## src/rtl/ifc_pkg.sv

```systemverilog
// ifc_pkg
// Shared definitions for the BSV-style method interface blocks (ifc_or,
// ifc_fork and their benches).
//   IFC_DEFAULT_WIDTH : default data width of a method argument/return value
//   IFC_DEFAULT_DEPTH : default number of entries in a branch FIFO
//   ifc_ptr_width()   : read/write pointer width for a FIFO of a given depth
package ifc_pkg;

    localparam int IFC_DEFAULT_WIDTH = 1;
    localparam int IFC_DEFAULT_DEPTH = 2;

    // Pointers are never narrower than one bit, even for degenerate depths.
    function automatic int ifc_ptr_width(input int depth);
        return (depth <= 2) ? 1 : $clog2(depth);
    endfunction

endpackage

```

## src/rtl/ifc_fifo.sv

```systemverilog
// ifc_fifo
// Single-clock FIFO used as one branch buffer of ifc_fork.
// Ports:
//   CLK      : clock, rising edge
//   RST_N    : asynchronous active-low reset, empties the FIFO
//   enq_en   : write enq_data at the tail (ignored while full)
//   enq_data : word to write
//   full     : FIFO holds DEPTH entries (registered state only)
//   deq_en   : advance the head (ignored while empty)
//   deq_data : head word, 0 while empty
//   empty    : FIFO holds no entries (registered state only)
module ifc_fifo
    import ifc_pkg::*;
#(
    parameter int WIDTH = IFC_DEFAULT_WIDTH,
    parameter int DEPTH = IFC_DEFAULT_DEPTH
) (
    input  logic             CLK,
    input  logic             RST_N,
    input  logic             enq_en,
    input  logic [WIDTH-1:0] enq_data,
    output logic             full,
    input  logic             deq_en,
    output logic [WIDTH-1:0] deq_data,
    output logic             empty
);

    localparam int          PW        = ifc_ptr_width(DEPTH);
    localparam logic [PW:0] DEPTH_CNT = (PW+1)'(DEPTH);

    logic [WIDTH-1:0] mem_q [DEPTH];
    logic [WIDTH-1:0] mem_d [DEPTH];
    logic [PW-1:0]    wr_ptr_q, wr_ptr_d;
    logic [PW-1:0]    rd_ptr_q, rd_ptr_d;
    logic [PW:0]      count_q,  count_d;
    logic             do_enq;
    logic             do_deq;

    // Full/empty come from the occupancy count so that equal pointers are
    // never ambiguous.
    assign full     = (count_q == DEPTH_CNT);
    assign empty    = (count_q == '0);
    assign do_enq   = enq_en && !full;
    assign do_deq   = deq_en && !empty;
    assign deq_data = empty ? '0 : mem_q[rd_ptr_q];

    // Pointers wrap naturally because DEPTH is a power of two.
    always_comb begin
        mem_d    = mem_q;
        wr_ptr_d = wr_ptr_q;
        rd_ptr_d = rd_ptr_q;
        count_d  = count_q;
        if (do_enq) begin
            mem_d[wr_ptr_q] = enq_data;
            wr_ptr_d        = wr_ptr_q + PW'(1);
        end
        if (do_deq) begin
            rd_ptr_d = rd_ptr_q + PW'(1);
        end
        case ({do_enq, do_deq})
            2'b10:   count_d = count_q + (PW+1)'(1);
            2'b01:   count_d = count_q - (PW+1)'(1);
            default: count_d = count_q;
        endcase
    end

    always_ff @(posedge CLK or negedge RST_N) begin
        if (!RST_N) begin
            for (int i = 0; i < DEPTH; i++) begin
                mem_q[i] <= '0;
            end
            wr_ptr_q <= '0;
            rd_ptr_q <= '0;
            count_q  <= '0;
        end else begin
            mem_q    <= mem_d;
            wr_ptr_q <= wr_ptr_d;
            rd_ptr_q <= rd_ptr_d;
            count_q  <= count_d;
        end
    end

endmodule

```

## src/rtl/ifc_fork.sv

```systemverilog
// ifc_fork
// Copies every word accepted on action method x into two independent
// actionvalue outputs p and q, each buffered by its own FIFO.
// Ports:
//   CLK, RST_N     : clock (rising edge), asynchronous active-low reset
//   x_data/x_en    : action method x argument and enable
//   x_rdy          : x may fire (neither branch full, out of reset)
//   p_en/q_en      : dequeue enables of the two branches
//   p_data/q_data  : branch heads, 0 while empty
//   p_rdy/q_rdy    : branch non-empty
//   err            : sticky flag, set by any enable asserted while not ready
module ifc_fork
    import ifc_pkg::*;
#(
    parameter int WIDTH = IFC_DEFAULT_WIDTH,
    parameter int DEPTH = IFC_DEFAULT_DEPTH
) (
    input  logic             CLK,
    input  logic             RST_N,
    input  logic [WIDTH-1:0] x_data,
    input  logic             x_en,
    output logic             x_rdy,
    input  logic             p_en,
    output logic [WIDTH-1:0] p_data,
    output logic             p_rdy,
    input  logic             q_en,
    output logic [WIDTH-1:0] q_data,
    output logic             q_rdy,
    output logic             err
);

    logic full_p, full_q;
    logic empty_p, empty_q;
    logic x_fire, p_fire, q_fire;
    logic violation;
    logic live_q, live_d;
    logic err_q, err_d;

    // live_q holds x_rdy low during reset and rises on the first edge after
    // release, so x_rdy depends on registered state only.
    assign x_rdy = live_q && !full_p && !full_q;
    assign p_rdy = !empty_p;
    assign q_rdy = !empty_q;
    assign err   = err_q;

    // Enables without the matching ready are dropped here so a bad enable on
    // one method can never disturb either FIFO.
    assign x_fire    = x_en && x_rdy;
    assign p_fire    = p_en && p_rdy;
    assign q_fire    = q_en && q_rdy;
    assign violation = (x_en && !x_rdy) || (p_en && !p_rdy) || (q_en && !q_rdy);

    always_comb begin
        live_d = 1'b1;
        err_d  = err_q || violation;
    end

    always_ff @(posedge CLK or negedge RST_N) begin
        if (!RST_N) begin
            live_q <= 1'b0;
            err_q  <= 1'b0;
        end else begin
            live_q <= live_d;
            err_q  <= err_d;
        end
    end

    ifc_fifo #(.WIDTH(WIDTH), .DEPTH(DEPTH)) u_fifo_p (
        .CLK      (CLK),
        .RST_N    (RST_N),
        .enq_en   (x_fire),
        .enq_data (x_data),
        .full     (full_p),
        .deq_en   (p_fire),
        .deq_data (p_data),
        .empty    (empty_p)
    );

    ifc_fifo #(.WIDTH(WIDTH), .DEPTH(DEPTH)) u_fifo_q (
        .CLK      (CLK),
        .RST_N    (RST_N),
        .enq_en   (x_fire),
        .enq_data (x_data),
        .full     (full_q),
        .deq_en   (q_fire),
        .deq_data (q_data),
        .empty    (empty_q)
    );

endmodule

```

## config.mk

```make
export PLATFORM = sky130hd
export DESIGN_NAME = ifc_fork
export DESIGN_NICKNAME = d
export VERILOG_FILES = /design/src/rtl/ifc_pkg.sv /design/src/rtl/ifc_fifo.sv /design/src/rtl/ifc_fork.sv
export SDC_FILE = /design/constraint.sdc
export NUM_CORES = 1
export LEC_CHECK = 0
export ABC_AREA = 1
export CAP_MARGIN = 20
export CORE_AREA = 10 10 47 49
export CTS_BUF_LIST = sky130_fd_sc_hd__clkbuf_4
export DETAILED_ROUTE_END_ITERATION = 12
export DIE_AREA = 0 0 57 59
export PLACE_DENSITY = 0.83
export SETUP_SLACK_MARGIN = 0.4
export SLEW_MARGIN = 20
export SYNTH_ARGS = -nofsm -noshare
export SYNTH_HDL_FRONTEND = slang
export SYNTH_SLANG_ARGS = --single-unit
```

## constraint.sdc

```tcl
create_clock -name CLK -period 4.9 [get_ports CLK]
set_clock_uncertainty 0.1 [all_clocks]
set_input_delay 0.98 -clock CLK [delete_from_list [all_inputs] [get_ports CLK]]
set_output_delay 0.98 -clock CLK [all_outputs]
set_load 0.01 [all_outputs]
```

==> flow_summary.toml, run 1 <==
[drt]
dr.first_iter.drc_count = 9
vias = 583
drt_first_pass_iters = 4
avgRoutedWirePerCell_um = 13.02
vias_per_cell = 5.252
wirelength_mm = 1.445
drc = 0
ant_nets = 0

[grt]
grt-ovfl-total = 0
grt_max_degree = 15
grt_pass1_vias = 588
grt_pass1_wl_mm = 2.463
antenna_found_initial = 0
grt_util_all_layers_pct = 8.979

[hold_path]
hold_class = "reg -> reg"
min_from = "u_fifo_p.mem_q[0]"

[setup_path]
cpPeakStageDelay_ns = 0.57
cp_top_family = "buffers and inverters"
worstSetupStartpointType = "flop"
r2r-start = "u_fifo_q.count_q[0]"
end_kind = "output port"
cp.required_ns = 3.82
crit_path_cell_trace = "inv_2 -> nand2_4 -> nand2_4 -> nor2_8 -> clkdlybuf4s50_1"
cp_max_fo = 7
path_class = "reg -> out"
crit_top_cell = "nand2_4"
worstPathArrival_ns = 1.66
path_buf_inv = 2
startpoint = "u_fifo_p.count_q[0]"
slowest_stage = "clkdlybuf4s50_1"

[timing]
worst_pin_slew_ns = 0.6113
setup_viol = 0
rsz0062_at_grt = "no"
maxSlewHeadroom_pct = 59.12
fmax_mhz = 364.9
setup_tns_ns = 0
hold_viol_final = 0
finalMaxSlewViolations = 0
layout_min_cycle_time_ns = 2.741
finalCritPeriodShare_pct = 55.93

[yosys]
ys_top_cells_by_area = "dfrtp_1, nand2_1, nand4_1"
synth.most_common_cell = "nand2_1"
synth_top_cell_by_area = "dfrtp_1"
syn_nets = 89
ys.flop_type = "dfrtp_1"
synthCells = 81
netlist_area_sq_um = 740.7
synth_edf_count = 0
netlist.area_leader.share_pct = 47.30
seq_area_frac_synth_pct = 47.30
synthArstFlopShare_pct = 100.0
ys_top_cells_by_count = "nand2_1, dfrtp_1, inv_1"
synth-seq-cells = 14
syn_avg_cell_area_sq_um = 9.145
yosys.cell_types.count = 18
synth_warnings = 0

[cells_and_area]
diodes = 0
utilization_pct = 63.66
drive_gt1_share_pct = 11.58
nets = 104
syn_to_final_growth_pct = 20.44

[outcome]
status = "finished clean"

[clocking]
numCtsBuffers = 3
postCtsSetupRepairBufs = 0
cts_tree = "done"
cts.sinks = 14
hold_buffers = 0
clock_latency_ns = 0.27
cts-root-buf = "clkbuf_4"
clock_path_buffers = 2
cts_max_level = 1
clk_pin_slew_worst_paths_ns = 0.08
cts_resized = 0

[placement]
globalplace.congestion = 0.8067
dp_hpwl_mm = 1.132
port_buffers = 11

[floorplanning]
core_sq_mm = 0.001401
fp.dieW_um = 57
start_util_pct = 52.86
ioPinCount = 12
dieArea_sq_mm = 0.003363
rows = 14
fp.dieH_um = 59

[power_and_ir_drop]
p_per_area_mw_per_mm2 = 621.2
fin_total_pwr_w = 0.0005542
irDropWorstVdd_uv = 290.5
leakage_nw = 0.4353

[flow_run]
drv_cap = 0
==> worst paths after layout <==
check                                            to  slack [ns]  cells after the start
worst max-delay path                          x_rdy        2.16                      5
max in group asynchronous         u_fifo_p.mem_q[1]        3.32                      1
min in group asynchronous         u_fifo_q.rd_ptr_q        0.98                      1
worst min register to register    u_fifo_p.mem_q[0]        0.40                      2
worst max register to register  u_fifo_q.count_q[1]        3.02                      8
worst min-delay path              u_fifo_p.mem_q[0]        0.40                      2
==> routing by layer <==
layer	vias to the layer above	global-route usage (%)	wire length, um
li1	287	-	-
met1	273	10.36	663
met2	19	14.73	667
met3	4	3.004	92
met4	0	4.027	21
met5	-	0	0
==> worst register-to-register path, delay by kind of cell, from the launching register on <==
| kind | cells | cell delay [ns] |
|---|---|---|
| DFF | 1 | 0.48 |
| buffers and inverters | 2 | 0.15 |
| and+or+nand+nor | 2 | 0.32 |
| adders and majority gates | 1 | 0.32 |
| xor gates and xnor gates | 1 | 0.16 |
| AOI/OAI and AO/OA | 2 | 0.24 |
==> metrics by stage <==
stage | hold WS [ns] | setup slack, ns | instances | cell area, sq um
2_1_floorplan | 0.3417 | 2.854 | 81 | 740.7
3_3_place_gp | 0.3634 | 2.229 | 107 | 865.8
3_5_place_dp | 0.3747 | 2.145 | 107 | 865.8
4_1_cts | 0.3948 | 2.158 | 111 | 892.1
5_1_grt | 0.4142 | 2.090 | 111 | 892.1
6_report | 0.3965 | 2.159 | 111 | 892.1
==> power by group <==
| group | internal [W] | switching, W | total [W] |
|---|---|---|---|
| registers | 0.000167 | 0.0000529 | 0.000220 |
| logic | 0.000122 | 0.000146 | 0.000268 |
| clock network | 0.0000295 | 0.0000369 | 0.0000663 |
| total | 0.000319 | 0.000236 | 0.000554 |
==> layout make-up <==
cell class              count  area (sq um)
clock buffers               3         22.52
clock inverters             1         3.754
fillers                   115         509.2
inverters                  12         45.04
multi-input cells          54         340.3
flip-flops and latches     14         350.3
well taps                  16         20.02
repair buffers             11         110.1
==> kinds of logic (layout without fill, tap and decap cells) <==
logic type	after synthesis	count (layout)	share of synthesized area [%]
adders and majority gates	2	2	3.378
DFF	14	14	47.30
xor gates and xnor gates	6	6	7.096
other	1	1	0.5063
AOI/OAI and AO/OA	9	9	7.601
buffers and inverters	13	27	6.757
and+or+nand+nor	36	36	27.36
==> flip-flops by register name (all words and copies together), names as in the netlist <==
signal             cells
u_fifo_p.count_q       2
u_fifo_q.mem_q         2
u_fifo_q.rd_ptr_q      1
u_fifo_q.count_q       2
err                    1
u_fifo_q.wr_ptr_q      1
live_q                 1
u_fifo_p.wr_ptr_q      1
u_fifo_p.rd_ptr_q      1
u_fifo_p.mem_q         2
==> cells in the final DEF (no fill, tap or decap) <==
| cell type | Yosys | final |
|---|---|---|
| xor2_1 | 3 | 3 |
| clkinv_1 | 0 | 1 |
| dfrtp_1 | 14 | 14 |
| ha_1 | 2 | 2 |
| nor2_1 | 2 | 2 |
| a21oi_4 | 1 | 1 |
| nand2_1 | 20 | 20 |
| inv_2 | 2 | 2 |
| nand4_1 | 8 | 8 |
| nor2_8 | 1 | 1 |
| clkbuf_4 | 0 | 3 |
| clkdlybuf4s50_1 | 0 | 11 |
| inv_1 | 10 | 10 |
| xnor2_1 | 3 | 3 |
| nand2_4 | 3 | 3 |
| o21ai_0 | 3 | 3 |
| conb_1 | 1 | 1 |
| nand3_1 | 1 | 1 |
| a21oi_1 | 5 | 5 |
| nor2_4 | 1 | 1 |
Note: power is estimated with default switching activity, not from simulation.
==> run 2: changes to the inputs <==
--- a/config.mk
+++ b/config.mk
@@ -7,11 +7,11 @@
 export LEC_CHECK = 0
 export ABC_AREA = 1
 export CAP_MARGIN = 20
-export CORE_AREA = 10 10 47 49
+export CORE_MARGIN = 10
+export CORE_UTILIZATION = 48
 export CTS_BUF_LIST = sky130_fd_sc_hd__clkbuf_4
 export DETAILED_ROUTE_END_ITERATION = 12
-export DIE_AREA = 0 0 57 59
-export PLACE_DENSITY = 0.83
+export PLACE_DENSITY = 0.76
 export SETUP_SLACK_MARGIN = 0.4
 export SLEW_MARGIN = 20
 export SYNTH_ARGS = -nofsm -noshare
==> constraint.sdc (replaced) <==
create_clock -name CLK -period 2.35 [get_ports CLK]
set_clock_uncertainty 0.1 [all_clocks]
set_input_delay 0.47 -clock CLK [delete_from_list [all_inputs] [get_ports CLK]]
set_output_delay 0.47 -clock CLK [all_outputs]
set_load 0.01 [all_outputs]
==> run 2 against run 1 <==
- global-route usage increased by 1.5 points
- cell count increased by 5.4%
- sequential power increased by 99%
- first-iteration DRC count unchanged
- critical endpoint unchanged
- largest cell class unchanged
==> flow_summary.toml, run 2 (same netlist as run 1, synthesis figures left out) <==
[outcome]
status = "finished clean"

[clocking]
clock_path_buffers = 2
cts_tree = "done"
numCtsBuffers = 3
hold_buffers = 0
clk_pin_slew_worst_paths_ns = 0.09
cts_max_level = 1
cts.sinks = 14
clock_latency_ns = 0.29
cts-root-buf = "clkbuf_4"

[setup_path]
reg2reg_slack_ns = 0.54
end_kind = "output port"
startpoint = "u_fifo_p.count_q[1]"
path_class = "reg -> out"
r2r-start = "u_fifo_p.count_q[1]"
cpPeakStageDelay_ns = 0.40
crit_path_cell_trace = "buf_4 -> nand2_4 -> nand2_4 -> nor2_8 -> clkbuf_2"
slowest_stage = "dfrtp_1"
worstPathArrival_ns = 1.30
cp.required_ns = 1.78
worstSetupStartpointType = "flop"
crit_top_cell = "nand2_4"
cp_max_fo = 7

[cells_and_area]
multiInputGateArea_sq_um = 345.3
diodes = 0
final_cell_mix = "nand2_1, dfrtp_1, inv_1"
seqCellArea_sq_um = 351.6
syn_to_final_growth_pct = 26.01
n_fill_cell = 120
nets = 110
drive_gt1_share_pct = 20.79
mostFrequentLayoutCell = "nand2_1"

[timing]
worst_pin_slew_ns = 0.6035
setup_tns_ns = 0
worst_slack_ns = 0.4836
maxSlewHeadroom_pct = 59.64
rsz0062_at_grt = "no"
setup_viol = 0
finalCritPeriodShare_pct = 79.42
fmax_mhz = 535.8
hold_viol_final = 0
finalMaxSlewViolations = 0
layout_min_cycle_time_ns = 1.866

[floorplanning]
start_util_pct = 49.75
dieArea_sq_mm = 0.003514
fp.dieH_um = 59.28
ioPinCount = 12
fp.dieW_um = 59.28
core_sq_mm = 0.001489
rows = 14

[drt]
avgRoutedWirePerCell_um = 13.18
drt_first_pass_iters = 4
drc = 0
vias = 591
ant_nets = 0
dr.first_iter.drc_count = 9
wirelength_mm = 1.542
vias_per_cell = 5.051

[hold_path]
hold_class = "reg -> reg"
min_from = "u_fifo_q.mem_q[0]"

[power_and_ir_drop]
p_seq_share_pct = 36.6
power.internal_w = 0.0006882
p_clk_share_pct = 12.2
p_sw_w = 0.0005072
comb_power_share_pct = 51.2
irDropWorstVdd_uv = 770.7
p_per_area_mw_per_mm2 = 1281
p_sw_share_pct = 42.43
leakage_nw = 0.4695

[grt]
grt-ovfl-total = 0
antenna_found_initial = 0
grt_util_all_layers_pct = 10.43
grt_pass1_vias = 600
grt_max_degree = 15
grt_pass1_wl_mm = 2.746

[placement]
dp_slack_ns = 0.3322
dp_hpwl_mm = 1.168
port_buffers = 11
globalplace.congestion = 0.7647

[flow_run]
drv_cap = 0
## run 2: layer usage
metal / GRT usage, % / up-vias / share of wire, %
met2: 16.49 / 15 / 50
li1: - / 298 / -
met3: 2.790 / 6 / 4.6
met5: 0 / - / 0
met1: 11.58 / 272 / 41
met4: 7.869 / 0 / 4.0
## run 2: stage by stage
step / util [%] / hold WS [ns] / area [sq um] / power [W] / instances
6_report: 62.69 / 0.3936 / 933.4 / 0.001195 / 117
5_1_grt: 62.69 / 0.4227 / 933.4 / 0.001304 / 117
4_1_cts: 62.94 / 0.3955 / 937.1 / 0.001200 / 117
3_5_place_dp: 58.66 / 0.3751 / 873.3 / 0.001014 / 108
3_3_place_gp: 58.66 / 0.3644 / 873.3 / 0.0009853 / 108
2_1_floorplan: - / 0.07441 / 740.7 / 0.0008225 / 81
## run 2: final cells by class
| type | instances | area share (%) |
|---|---|---|
| Tap cell | 16 | 2.145 |
| Clock inverter | 1 | 0.4021 |
| Clock buffer | 3 | 2.413 |
| Multi-Input combinational cell | 54 | 37.00 |
| Inverter | 12 | 4.826 |
| Timing Repair Buffer | 17 | 15.55 |
| Sequential cell | 14 | 37.67 |
## run 2: timing repair
action                                  4_1_cts  5_1_grt
endpoints found under the setup margin        5        1
hold endpoints to repair                      0        0
buffers inserted                              5        0
resized for setup                             8        2
pin swaps                                     0        0
## run 2: path summary, 6_finish.rpt
kind | endpoint | depth (start not counted)
setup / recovery | x_rdy | 5
hold / removal | u_fifo_q.mem_q[0] | 2
setup reg to reg | u_fifo_p.count_q[1] | 9
hold reg to reg | u_fifo_q.mem_q[0] | 2
max in group asynchronous | u_fifo_q.count_q[0] | 1
min in group asynchronous | u_fifo_p.count_q[1] | 1
## run 2: power by group through the flow
stage | clock network [W] | registers, W | logic, W
6_report | 0.000146 | 0.000438 | 0.000612
5_1_grt | 0.000156 | 0.000455 | 0.000693
4_1_cts | 0.000146 | 0.000436 | 0.000618
3_5_place_dp | 0 | 0.000460 | 0.000554
3_3_place_gp | 0 | 0.000452 | 0.000533
2_1_floorplan | 0 | 0.000435 | 0.000387
## run 2: worst max-delay path, delay by kind of cell, from the launching register on
family / cells / cell delay (ns)
buffers and inverters: 2 / 0.31
DFF: 1 / 0.40
and+or+nand+nor: 3 / 0.30
==> run 3: changes to the inputs <==
--- a/config.mk
+++ b/config.mk
@@ -8,10 +8,10 @@
 export ABC_AREA = 1
 export CAP_MARGIN = 20
 export CORE_MARGIN = 10
-export CORE_UTILIZATION = 48
+export CORE_UTILIZATION = 53
 export CTS_BUF_LIST = sky130_fd_sc_hd__clkbuf_4
 export DETAILED_ROUTE_END_ITERATION = 12
-export PLACE_DENSITY = 0.76
+export PLACE_DENSITY = 0.79
 export SETUP_SLACK_MARGIN = 0.4
 export SLEW_MARGIN = 20
 export SYNTH_ARGS = -nofsm -noshare
==> constraint.sdc (replaced) <==
create_clock -name CLK -period 1.75 [get_ports CLK]
set_clock_uncertainty 0.1 [all_clocks]
set_input_delay 0.35 -clock CLK [delete_from_list [all_inputs] [get_ports CLK]]
set_output_delay 0.35 -clock CLK [all_outputs]
set_load 0.01 [all_outputs]
==> run 3 against run 2 <==
- the flow now finishes with violations (negative setup slack)
- non-clock buffer count up 20
- register-to-register slack worse by 0.55 ns
- hold slack worse by 0.17 ns
- sequential power up 36%
- total power up 80%
- cell area up 25%
- critical path type is now reg -> reg
- die area down 6.3%
- combinational power up 120%
- worst setup slack worse by 0.50 ns
==> flow_summary.toml, run 3 (same netlist as run 1, synthesis figures left out) <==
[timing]
rsz0062_at_grt = "yes"
setup_viol = 1
finalMaxSlewViolations = 0
layout_min_cycle_time_ns = 1.763
fin_hold_ws_ns = 0.2233
fmax_mhz = 567.2
hold_viol_final = 0
worst_slack_ns = -0.01318
finalCritPeriodShare_pct = 100.8

[setup_path]
cp_max_fo = 4
end_kind = "flop"
cp.required_ns = 1.83
slowest_stage = "dfrtp_2"
crit_path_cell_trace = "buf_6 -> nor2_4 -> nor2_8 -> buf_6 -> nand2_4 -> ha_4 -> a21oi_2 -> o21ai_1 -> xor2_1"
worstSetupStartpointType = "flop"
cpPeakStageDelay_ns = 0.43
cp_top_family = "flip-flops"
path_buf_inv = 2
worstPathArrival_ns = 1.84
path_class = "reg -> reg"
crit_top_cell = "buf_6"

[floorplanning]
ioPinCount = 12
rows = 13
start_util_pct = 56.22
fp.dieH_um = 57.39
fp.dieW_um = 57.39
dieArea_sq_mm = 0.003293
core_sq_mm = 0.001318

[drt]
vias = 683
vias_per_cell = 5.022
wirelength_mm = 2.045
ant_nets = 0
dr.first_iter.drc_count = 10
drt_first_pass_iters = 4
avgRoutedWirePerCell_um = 15.04
drc = 0

[grt]
antenna_found_initial = 0
grt_pass1_wl_mm = 3.401
grt_max_degree = 9
grt_util_all_layers_pct = 12.94
grt-ovfl-total = 0
grt_pass1_vias = 699

[cells_and_area]
nets = 130
final_cell_mix = "buf_4, nand2_1, dfrtp_1"
diodes = 0
drive_gt1_share_pct = 47.11
syn_to_final_growth_pct = 57.26
stdcell_area_sq_mm = 0.001165
mostFrequentLayoutCell = "buf_4"

[clocking]
cts.sinks = 14
hold_buffers = 0
cts_tree = "done"
clock_path_buffers = 2
numCtsBuffers = 3
clk_pin_slew_worst_paths_ns = 0.09
cts-root-buf = "clkbuf_4"
cts_max_level = 1
clock_latency_ns = 0.29

[hold_path]
hold_class = "in -> async"

[placement]
globalplace.congestion = 0.8068
port_buffers = 11
dp_slack_ns = -0.06086
dp_hpwl_mm = 1.262
place_area_sq_um = 984.7

[outcome]
status = "complete, but fails checks"
violations = "negative setup slack"

[power_and_ir_drop]
irDropWorstVdd_uv = 1088
leakage_nw = 0.5901
p_per_area_mw_per_mm2 = 1843

[flow_run]
drv_cap = 0
run 3: power by group:
part | switching [W] | internal, W | total, W | leakage (nW)
combinational | 0.000636 | 0.000698 | 0.00133 | 0.408
clock | 0.000114 | 0.000104 | 0.000218 | 0.0184
sequential | 0.000124 | 0.000470 | 0.000595 | 0.164
total | 0.000874 | 0.00127 | 0.00215 | 0.590
run 3: per-stage QoR:
stage / instances / setup TNS (ns) / util, % / power, W
6_report: 136 / -0.01318 / 88.41 / 0.002146
3_5_place_dp: 117 / -0.1165 / 74.74 / 0.001551
5_1_grt: 136 / -0.1005 / 88.41 / 0.002298
3_3_place_gp: 117 / -0.07362 / 74.74 / 0.001511
4_1_cts: 132 / 0 / 84.81 / 0.001976
2_1_floorplan: 81 / 0 / - / 0.001176
run 3: path summary, 6_finish.rpt:
| path | from | end | slack [ns] | cells past startpoint |
|---|---|---|---|---|
| max | u_fifo_q.count_q[0] | u_fifo_q.count_q[1] | -0.01 | 9 |
| min | RST_N | u_fifo_p.count_q[1] | 0.22 | 1 |
| max reg2reg | u_fifo_q.count_q[0] | u_fifo_q.count_q[1] | -0.01 | 9 |
| min reg2reg | u_fifo_q.mem_q[1] | u_fifo_q.mem_q[1] | 0.39 | 2 |
| max in group asynchronous | RST_N | u_fifo_p.wr_ptr_q | 0.88 | 2 |
| min in group CLK | u_fifo_q.mem_q[1] | u_fifo_q.mem_q[1] | 0.39 | 2 |
run 3: repair_timing:
action                                  CTS  global route
buffers inserted                         11             4
pin swaps                                 5             6
endpoints found under the setup margin   12            16
gates resized for setup                  31             6
run 3: layout make-up:
cell class / instances / area [sq um]
clock buffers: 4 / 30.03
fillers: 55 / 152.6
inverters: 12 / 47.55
multi-input cells: 54 / 409.1
flip-flops and latches: 14 / 351.6
well taps: 15 / 18.77
repair buffers: 37 / 307.8
run 3: metal layers:
metal	wire length (um)	track usage, %	vias to the layer above
met3	92	4.867	2
met1	893	14.90	331
met5	0	0	-
met2	1051	21.63	10
met4	8	3.691	0
li1	-	-	340
